===== config.mk =====
export PLATFORM = sky130hd
export DESIGN_NAME = load_store_unit
export DESIGN_NICKNAME = d
export VERILOG_FILES = /design/src/rtl/load_store_unit.sv
export SDC_FILE = /design/constraint.sdc
export NUM_CORES = 1
export LEC_CHECK = 0
export ABC_AREA = 1
export CAP_MARGIN = 20
export CORE_MARGIN = 5
export CORE_UTILIZATION = 35
export CTS_CLUSTER_SIZE = 40
export DETAILED_ROUTE_END_ITERATION = 6
export PLACE_DENSITY = 0.65
export SETUP_SLACK_MARGIN = 0.3
export SLEW_MARGIN = 20
export SYNTH_ARGS = -nofsm -noshare
export SYNTH_HDL_FRONTEND = slang
export SYNTH_SLANG_ARGS = --single-unit

===== constraint.sdc =====
create_clock -name clk_i -period 2.96 [get_ports clk_i]
set_clock_uncertainty 0.15 [all_clocks]
set_input_delay 0.888 -clock clk_i [delete_from_list [all_inputs] [get_ports clk_i]]
set_output_delay 0.888 -clock clk_i [all_outputs]
set_load 0.03 [all_outputs]

===== src/rtl/load_store_unit.sv =====
// Execute-stage load/store unit: drives the data-memory req/gnt/rvalid
// handshake and returns aligned, extended load data to writeback.
module load_store_unit #(
  parameter int ADDR_WIDTH = 32,
  parameter int DATA_WIDTH = 32
) (
  input  logic                  clk_i,
  input  logic                  rst_ni,
  input  logic                  req_i,
  input  logic                  we_i,
  input  logic [1:0]            size_i,
  input  logic                  sign_ext_i,
  input  logic [ADDR_WIDTH-1:0] addr_i,
  input  logic [DATA_WIDTH-1:0] wdata_i,
  output logic                  ready_o,
  output logic                  valid_o,
  output logic [DATA_WIDTH-1:0] rdata_o,
  output logic                  err_o,
  output logic                  data_req_o,
  input  logic                  data_gnt_i,
  output logic [ADDR_WIDTH-1:0] data_addr_o,
  output logic                  data_we_o,
  output logic [3:0]            data_be_o,
  output logic [DATA_WIDTH-1:0] data_wdata_o,
  input  logic                  data_rvalid_i,
  input  logic [DATA_WIDTH-1:0] data_rdata_i
);

  typedef enum logic [1:0] {
    IDLE,
    WAIT_GNT,
    WAIT_RVALID
  } state_t;

  state_t state_q, state_d;

  logic [1:0]            off_q;
  logic [1:0]            size_q;
  logic                  sign_q;
  logic                  we_q;
  logic [ADDR_WIDTH-1:0] addr_q;
  logic [3:0]            be_q;
  logic [DATA_WIDTH-1:0] wdata_q;
  logic [DATA_WIDTH-1:0] rdata_q;
  logic                  valid_q;
  logic                  err_q;

  logic                  misal;
  logic                  take;
  logic                  valid_d;
  logic                  err_d;
  logic [3:0]            be_n;
  logic [DATA_WIDTH-1:0] wdata_n;
  logic [ADDR_WIDTH-1:0] addr_n;
  logic [DATA_WIDTH-1:0] shifted;
  logic [DATA_WIDTH-1:0] ld_data;

  always_comb begin
    misal = 1'b0;
    unique case (1'b1)
      size_i == 2'b11: misal = 1'b1;
      size_i == 2'b10: misal = addr_i[1:0] != 2'b00;
      size_i == 2'b01: misal = addr_i[0];
      default:         misal = 1'b0;
    endcase
  end

  always_comb begin
    be_n    = 4'b1111;
    wdata_n = wdata_i;
    unique case (1'b1)
      size_i == 2'b00: begin
        be_n    = 4'b0001 << addr_i[1:0];
        wdata_n = {4{wdata_i[7:0]}};
      end
      size_i == 2'b01: begin
        be_n    = 4'b0011 << addr_i[1:0];
        wdata_n = {2{wdata_i[15:0]}};
      end
      default: ;
    endcase
  end

  assign addr_n = {addr_i[ADDR_WIDTH-1:2], 2'b00};

  always_comb begin
    state_d    = state_q;
    data_req_o = 1'b0;
    take       = 1'b0;
    valid_d    = 1'b0;
    err_d      = 1'b0;
    unique case (state_q)
      IDLE: begin
        if (req_i) begin
          if (misal) begin
            err_d = 1'b1;
          end else begin
            data_req_o = 1'b1;
            take       = 1'b1;
            state_d    = data_gnt_i ? WAIT_RVALID : WAIT_GNT;
          end
        end
      end
      WAIT_GNT: begin
        data_req_o = 1'b1;
        if (data_gnt_i) state_d = WAIT_RVALID;
      end
      WAIT_RVALID: begin
        if (data_rvalid_i) begin
          valid_d = 1'b1;
          state_d = IDLE;
        end
      end
      default: state_d = IDLE;
    endcase
  end

  // Bus fields come straight from the inputs on the accept cycle,
  // then from the latched copy until the grant lands.
  assign data_addr_o  = take ? addr_n  : addr_q;
  assign data_we_o    = take ? we_i    : we_q;
  assign data_be_o    = take ? be_n    : be_q;
  assign data_wdata_o = take ? wdata_n : wdata_q;

  assign shifted = data_rdata_i >> {off_q, 3'b000};

  always_comb begin
    ld_data = shifted;
    unique case (1'b1)
      size_q == 2'b00:
        ld_data = {{24{sign_q & shifted[7]}}, shifted[7:0]};
      size_q == 2'b01:
        ld_data = {{16{sign_q & shifted[15]}}, shifted[15:0]};
      default: ;
    endcase
  end

  always_ff @(posedge clk_i or negedge rst_ni) begin
    if (!rst_ni) begin
      state_q <= IDLE;
      off_q   <= '0;
      size_q  <= '0;
      sign_q  <= 1'b0;
      we_q    <= 1'b0;
      addr_q  <= '0;
      be_q    <= '0;
      wdata_q <= '0;
      rdata_q <= '0;
      valid_q <= 1'b0;
      err_q   <= 1'b0;
    end else begin
      state_q <= state_d;
      valid_q <= valid_d;
      err_q   <= err_d;
      if (take) begin
        off_q   <= addr_i[1:0];
        size_q  <= size_i;
        sign_q  <= sign_ext_i;
        we_q    <= we_i;
        addr_q  <= addr_n;
        be_q    <= be_n;
        wdata_q <= wdata_n;
      end
      if (valid_d && !we_q) rdata_q <= ld_data;
    end
  end

  assign ready_o = state_q == IDLE;
  assign valid_o = valid_q;
  assign err_o   = err_q;
  assign rdata_o = rdata_q;

endmodule

==> flow_summary.toml, run 1 <==
[floorplan]
die-area_sq_um = 17900
chipHeight_um = 134
initial_core_util = 0.355
rows = 45
die_w_um = 134
core_sq_um = 15100
io_pins = 210

[pwr]
p_comb_frac = 0.644
p_int_mw = 6.01
p_sw_frac = 0.458
clkPwrFrac = 0.115
switching_power_mw = 5.09
peakVddDrop_v = 0.000766
p_seq_frac = 0.240
cellPowerDensity_nw_per_um2 = 1090
cellLeakagePower_nw = 4.95

[timing]
drv_slew = 0
setup_viol = 70
post-route-period-util = 1.09
timing.final.ws_setup_ns = -0.262
finalCriticalPeriod_ns = 3.22
maxSlewHeadroom = 0.645
holdWs_ns = 0.334
fmax_mhz = 310
rsz0062_at_grt = "true"
tightest_slew_ns = 0.532
hold_viol_final = 0

[global_route]
grt_max_degree = 44
track_usage = 0.218
grt_pass1_vias = 6071
overflow = 0
grt_pass1_wl_um = 31200
antenna_found_initial = 1

[clock_network]
ctsHoldBuffers = 0
cts_tree = "done"
path_clk_slew_ns = 0.07
clkLatencyLatePin_ns = 0.35
cts_buffer_depth = 2
cts-root-buf = "clkbuf_16"
cts-buffers-inserted = 9
ctsHtreeMaxLevel = 3
clkSinkCount = 110

[finish]
final_area_sq_um = 10200
final_cells = 1176
final_common_cell = "nand2_1"
nNetsFinal = 1088
final_cell_mix = "158 x nand2_1, 131 x clkdlybuf4s50_1, 110 x dfrtp_1, 95 x nand2_4, 81 x buf_6"
drive_gt1_frac = 0.372
area_growth_pct = 89.4
n_fill_cell = 1140
fin_util = 0.672

[status]
outcome = "complete, but fails checks"
violations = "setup timing"

[min_path]
hold_depth = 2
min_path_type = "reg2reg"

[setup_path]
slowest_delay_ns = 0.17
crit_chain = "buf_8 -> buf_8 -> nor2_8 -> nand2_4 -> nand4_4 -> buf_12 -> buf_6 -> buf_16 -> nand2_4 -> nand2_4 -> buf_6"
critical_path_class = "in2out"
path_common_cell = "nand2_4"
cp_data_required_time_ns = 1.92
r2r_cells = 7
crit_slowest_cell = "buf_12"
critPathArrivalTime_ns = 2.18
start_kind = "primary input"
worstSetupEndpointType = "primary output"
worstPathMaxFanout = 8

[place]
place_congestion = 0.932
place_ws_ns = -0.722
dpl_cell_area_sq_um = 8620
dp.cells = 1116
portBuffers = 209
hpwl_um = 13700

[routing]
drtIter0Drc = 343
wl_um = 20400
vias = 5824
vias_per_cell = 4.95
drcViolationCount = 0
wl_per_cell_um = 17.3
drt_pre_antenna_iters = 5
ant_nets = 0

[synth]
seq_area_frac_synth = 0.512
synth_area_sq_um = 5380
synth-edff-count = 0
synth_nets = 811
async_reset_ff_frac = 1.00
synth-seq-cells = 110
synth_cell_type_count = 23
avgSynthCellArea_sq_um = 7.62
synthCells = 706
ys.flop_type = "dfrtp_1"
yosysWarningCount = 0

[job]
drv_cap = 0
[area by class of cell]
class	count	area, sq um	area share
Antenna cell	1	2.50	0.000246
Clock buffer	10	239	0.0235
Clock inverter	5	66.3	0.00651
Inverter	51	204	0.0200
Multi-Input combinational cell	505	3380	0.332
Sequential cell	110	2750	0.270
Tap cell	188	235	0.0231
Timing Repair Buffer	306	3310	0.325
[what timing repair did]
action / CTS / global route
buffers inserted: 22 / 14
pin swaps: 12 / 26
setup endpoints to repair: 71 / 70
gates resized for setup: 177 / 74
gates cloned: 5 / 3
[worst paths after layout]
| kind | end | startpoint | slack [ns] |
|---|---|---|---|
| min in group asynchronous | rdata_o[6] | rst_ni | 0.34 |
| min reg2reg | rdata_o[1] | rdata_o[1] | 0.33 |
| min | rdata_o[1] | rdata_o[1] | 0.33 |
| max in group asynchronous | rdata_o[8] | rst_ni | 1.71 |
| max | data_wdata_o[24] | size_i[1] | -0.26 |
| max reg2reg | rdata_o[25] | off_q[0] | 1.01 |
[power groups by stage]
stage / Combinational (mW) / Sequential, mW / Clock [mW]
final: 7.15 / 2.67 / 1.28
after floorplan: 3.52 / 2.96 / 0
after global routing: 7.59 / 2.74 / 1.38
after CTS: 6.82 / 2.65 / 1.31
after detailed placement: 6.04 / 2.59 / 0
after global placement: 5.98 / 2.55 / 0
[through the flow]
stage	setup TNS (ns)	power, mW
floorplan	0	6.48
global placement	-44.57	8.54
detailed placement	-45.40	8.63
CTS	-12.23	10.8
global route	-17.07	11.7
finish	-13.07	11.1
[worst max-delay path, delay by kind of cell]
kind | cells | cell delay, ns
buffers and inverters | 6 | 0.80
AND/OR/NAND/NOR | 5 | 0.46
[sequential cells by signal (all words and copies together), names as in the netlist]
| signal | cells |
|---|---|
| be_q | 4 |
| valid_o | 1 |
| off_q | 2 |
| sign_q | 1 |
| we_q | 1 |
| state_q | 2 |
| addr_q | 32 |
| err_o | 1 |
| wdata_q | 32 |
| rdata_o | 32 |
| size_q | 2 |
[cell families after synthesis]
group,Yosys count,synth area share
buffers and inverters,91,0.0782
AND/OR/NAND/NOR,432,0.339
AO/OA/AOI/OAI,73,0.0712
flip-flops,110,0.512
[synth_stat cells (2+ instances only)]
cell	n	area share
nor2_2	2	0.0023
inv_1	44	0.031
nor2_1	46	0.032
buf_6	3	0.0063
clkbuf_1	9	0.0063
o21ai_0	22	0.020
dfrtp_1	110	0.51
or2_1	23	0.027
o21ai_1	16	0.015
nand4_2	2	0.0047
o211ai_1	7	0.0098
inv_2	7	0.0049
buf_2	18	0.017
a21oi_1	28	0.026
nand3_1	67	0.062
nand2_1	287	0.20
buf_4	9	0.013
[routing by layer]
layer,global-route usage,routed length [um],up-vias
met5,0,0,-
met4,0.0851,638,0
met3,0.0563,1550,46
met2,0.371,10100,239
met1,0.266,8080,2773
li1,-,-,2766
No activity file was read; power rests on OpenSTA's default activity.
==> run 2: changes to the inputs <==
--- a/config.mk
+++ b/config.mk
@@ -8,10 +8,10 @@
 export ABC_AREA = 1
 export CAP_MARGIN = 20
 export CORE_MARGIN = 5
-export CORE_UTILIZATION = 35
+export CORE_UTILIZATION = 44
 export CTS_CLUSTER_SIZE = 40
 export DETAILED_ROUTE_END_ITERATION = 6
-export PLACE_DENSITY = 0.65
+export PLACE_DENSITY = 0.8
 export SETUP_SLACK_MARGIN = 0.3
 export SLEW_MARGIN = 20
 export SYNTH_ARGS = -nofsm -noshare
==> run 2 against run 1 <==
The run ends with DRC, setup timing left. Power is 9.7% higher. Hold slack barely moved. Sequential power grew 6%. Sequential share of layout area is 0.89 points lower. Combinational power grew 11%. Core utilization rose by 20 points. Via count rose by 23%. Global-route usage grew 13 points. Cell area rose by 3.4%. Largest cell class is now buffers. Highest routed layer unchanged.
==> flow_summary.toml, run 2 (synthesized netlist as in run 1, its figures left out) <==
[setup_path]
worstSetupEndpointType = "primary output"
timing.critical_path.max_delay_family = "simple AND/OR/NAND/NOR gates"
worstPathMaxFanout = 8
critPathLaunch = "addr_i[0]"
start_kind = "primary input"
slowest_delay_ns = 0.19
r2r_slack_ns = 0.81
crit_slowest_cell = "nor2_4"
cp_data_required_time_ns = 1.92
cp.buffers_inverters = 5
critPathArrivalTime_ns = 2.31
crit_chain = "buf_8 -> nor2_4 -> nand2_4 -> nand2_4 -> buf_6 -> nand3_4 -> nor2_4 -> buf_12 -> clkbuf_16 -> nand2_2 -> nand2_4 -> buf_6"
critical_path_class = "in2out"
path_common_cell = "nand2_4"
r2r_start = "off_q[0]"

[clock_network]
clkSinkCount = 110
ctsHtreeMaxLevel = 3
ctsHoldBuffers = 0
clkLatencyLatePin_ns = 0.36
cts_tree = "done"
cts_buffer_depth = 2
cts-buffers-inserted = 9
cts-root-buf = "clkbuf_16"
path_clk_slew_ns = 0.08

[floorplan]
core_sq_um = 12000
die_w_um = 121
io_pins = 210
die-area_sq_um = 14500
chipHeight_um = 121
rows = 40
initial_core_util = 0.448

[timing]
maxSlewHeadroom = 0.566
tightest_slew_ns = 0.652
hold_viol_final = 0
setup_viol = 70
timing.final.ws_setup_ns = -0.384
fin_tns_setup_ns = -21.25
holdWs_ns = 0.334
post-route-period-util = 1.13
fmax_mhz = 299
finalCriticalPeriod_ns = 3.34
drv_slew = 0
rsz0062_at_grt = "true"

[global_route]
grt_pass1_vias = 6805
overflow = 0
grt_pass1_wl_um = 38500
antenna_found_initial = 0
grt_max_degree = 54
track_usage = 0.345

[place]
hpwl_um = 13600
place_congestion = 0.947
portBuffers = 209

[routing]
vias = 7140
wl_um = 31600
wl_per_cell_um = 27.5
drtIter0Drc = 1169
drcViolationCount = 8
drt_pre_antenna_iters = 7
vias_per_cell = 6.22
ant_nets = 0

[pwr]
peakVddDrop_v = 0.000718
cellLeakagePower_nw = 5.19
cellPowerDensity_nw_per_um2 = 1160

[finish]
fin_util = 0.877
multi_input_area_sq_um = 3480
nNetsFinal = 1101
area_growth_pct = 95.9
drive_gt1_frac = 0.402
n_fill_cell = 441
final_cell_mix = "147 x nand2_1, 131 x clkdlybuf4s50_1, 110 x dfrtp_1, 99 x nand2_4, 86 x buf_6"
regArea_sq_um = 2750
final_common_cell = "nand2_1"
diodes = 0

[min_path]
min_path_type = "reg2reg"
hold_start = "rdata_o[5]"

[status]
outcome = "complete, but fails checks"
violations = "DRC, setup timing"

[job]
drv_cap = 0
## run 2: cell types whose count changed in the layout (fill, tap and decap cells not counted), moves of 3 or more
cell,change
nand2_1,-11
a21oi_1,-10
a21oi_2,+10
nand2_2,+6
buf_16,+6
clkbuf_16,+4
nand2_4,+4
buf_8,-4
buf_6,+5
inv_2,-3
## run 2: layout make-up
cell class | count | share of cell area
inverter | 51 | 0.0198
sequential | 110 | 0.261
timing repair buffer | 319 | 0.340
clock buffer | 10 | 0.0217
clock inverter | 6 | 0.00879
multi-input combinational | 505 | 0.331
tap | 147 | 0.0175
## run 2: tightest hold or removal path, stage by stage (launching register included)
cell     delay (ns)
dfrtp_1        0.35
nand2_1        0.05
nand2_1        0.05
## run 2: through the flow
stage	total power [mW]	area [sq um]	instances	worst slack (ns)
floorplan	6.48	6210	706	0.0975
global route	12.5	10500	1148	-0.397
CTS	10.8	9880	1116	-0.278
finish	12.2	10500	1148	-0.384
global placement	8.40	8430	1064	-0.658
detailed placement	8.53	8430	1064	-0.731
## run 2: metal layers
metal / global-route usage / part of all wire
met5: 0 / 0
met4: 0.159 / 0.081
met3: 0.0982 / 0.12
met2: 0.585 / 0.45
met1: 0.405 / 0.34
## run 2: worst paths after layout
kind                                        end  cells past startpoint
worst min register to register       rdata_o[5]                      2
worst max register to register      rdata_o[17]                      9
worst min-delay path                 rdata_o[5]                      2
worst max-delay path            data_addr_o[14]                     12
max in group asynchronous           wdata_q[24]                      2
min in group asynchronous            rdata_o[5]                      1
## run 2: where the power goes
part	internal, mW	switching (mW)	total, mW
clock network	0.753	0.639	1.39
registers	2.23	0.602	2.83
logic	3.28	4.66	7.94
## run 2: repair_timing
item,4_1_cts,5_1_grt
setup buffers,25,25
endpoints found under the hold margin,0,0
setup endpoints to repair,71,71
pin swaps,28,33
resized for setup,202,81
gates cloned,11,7
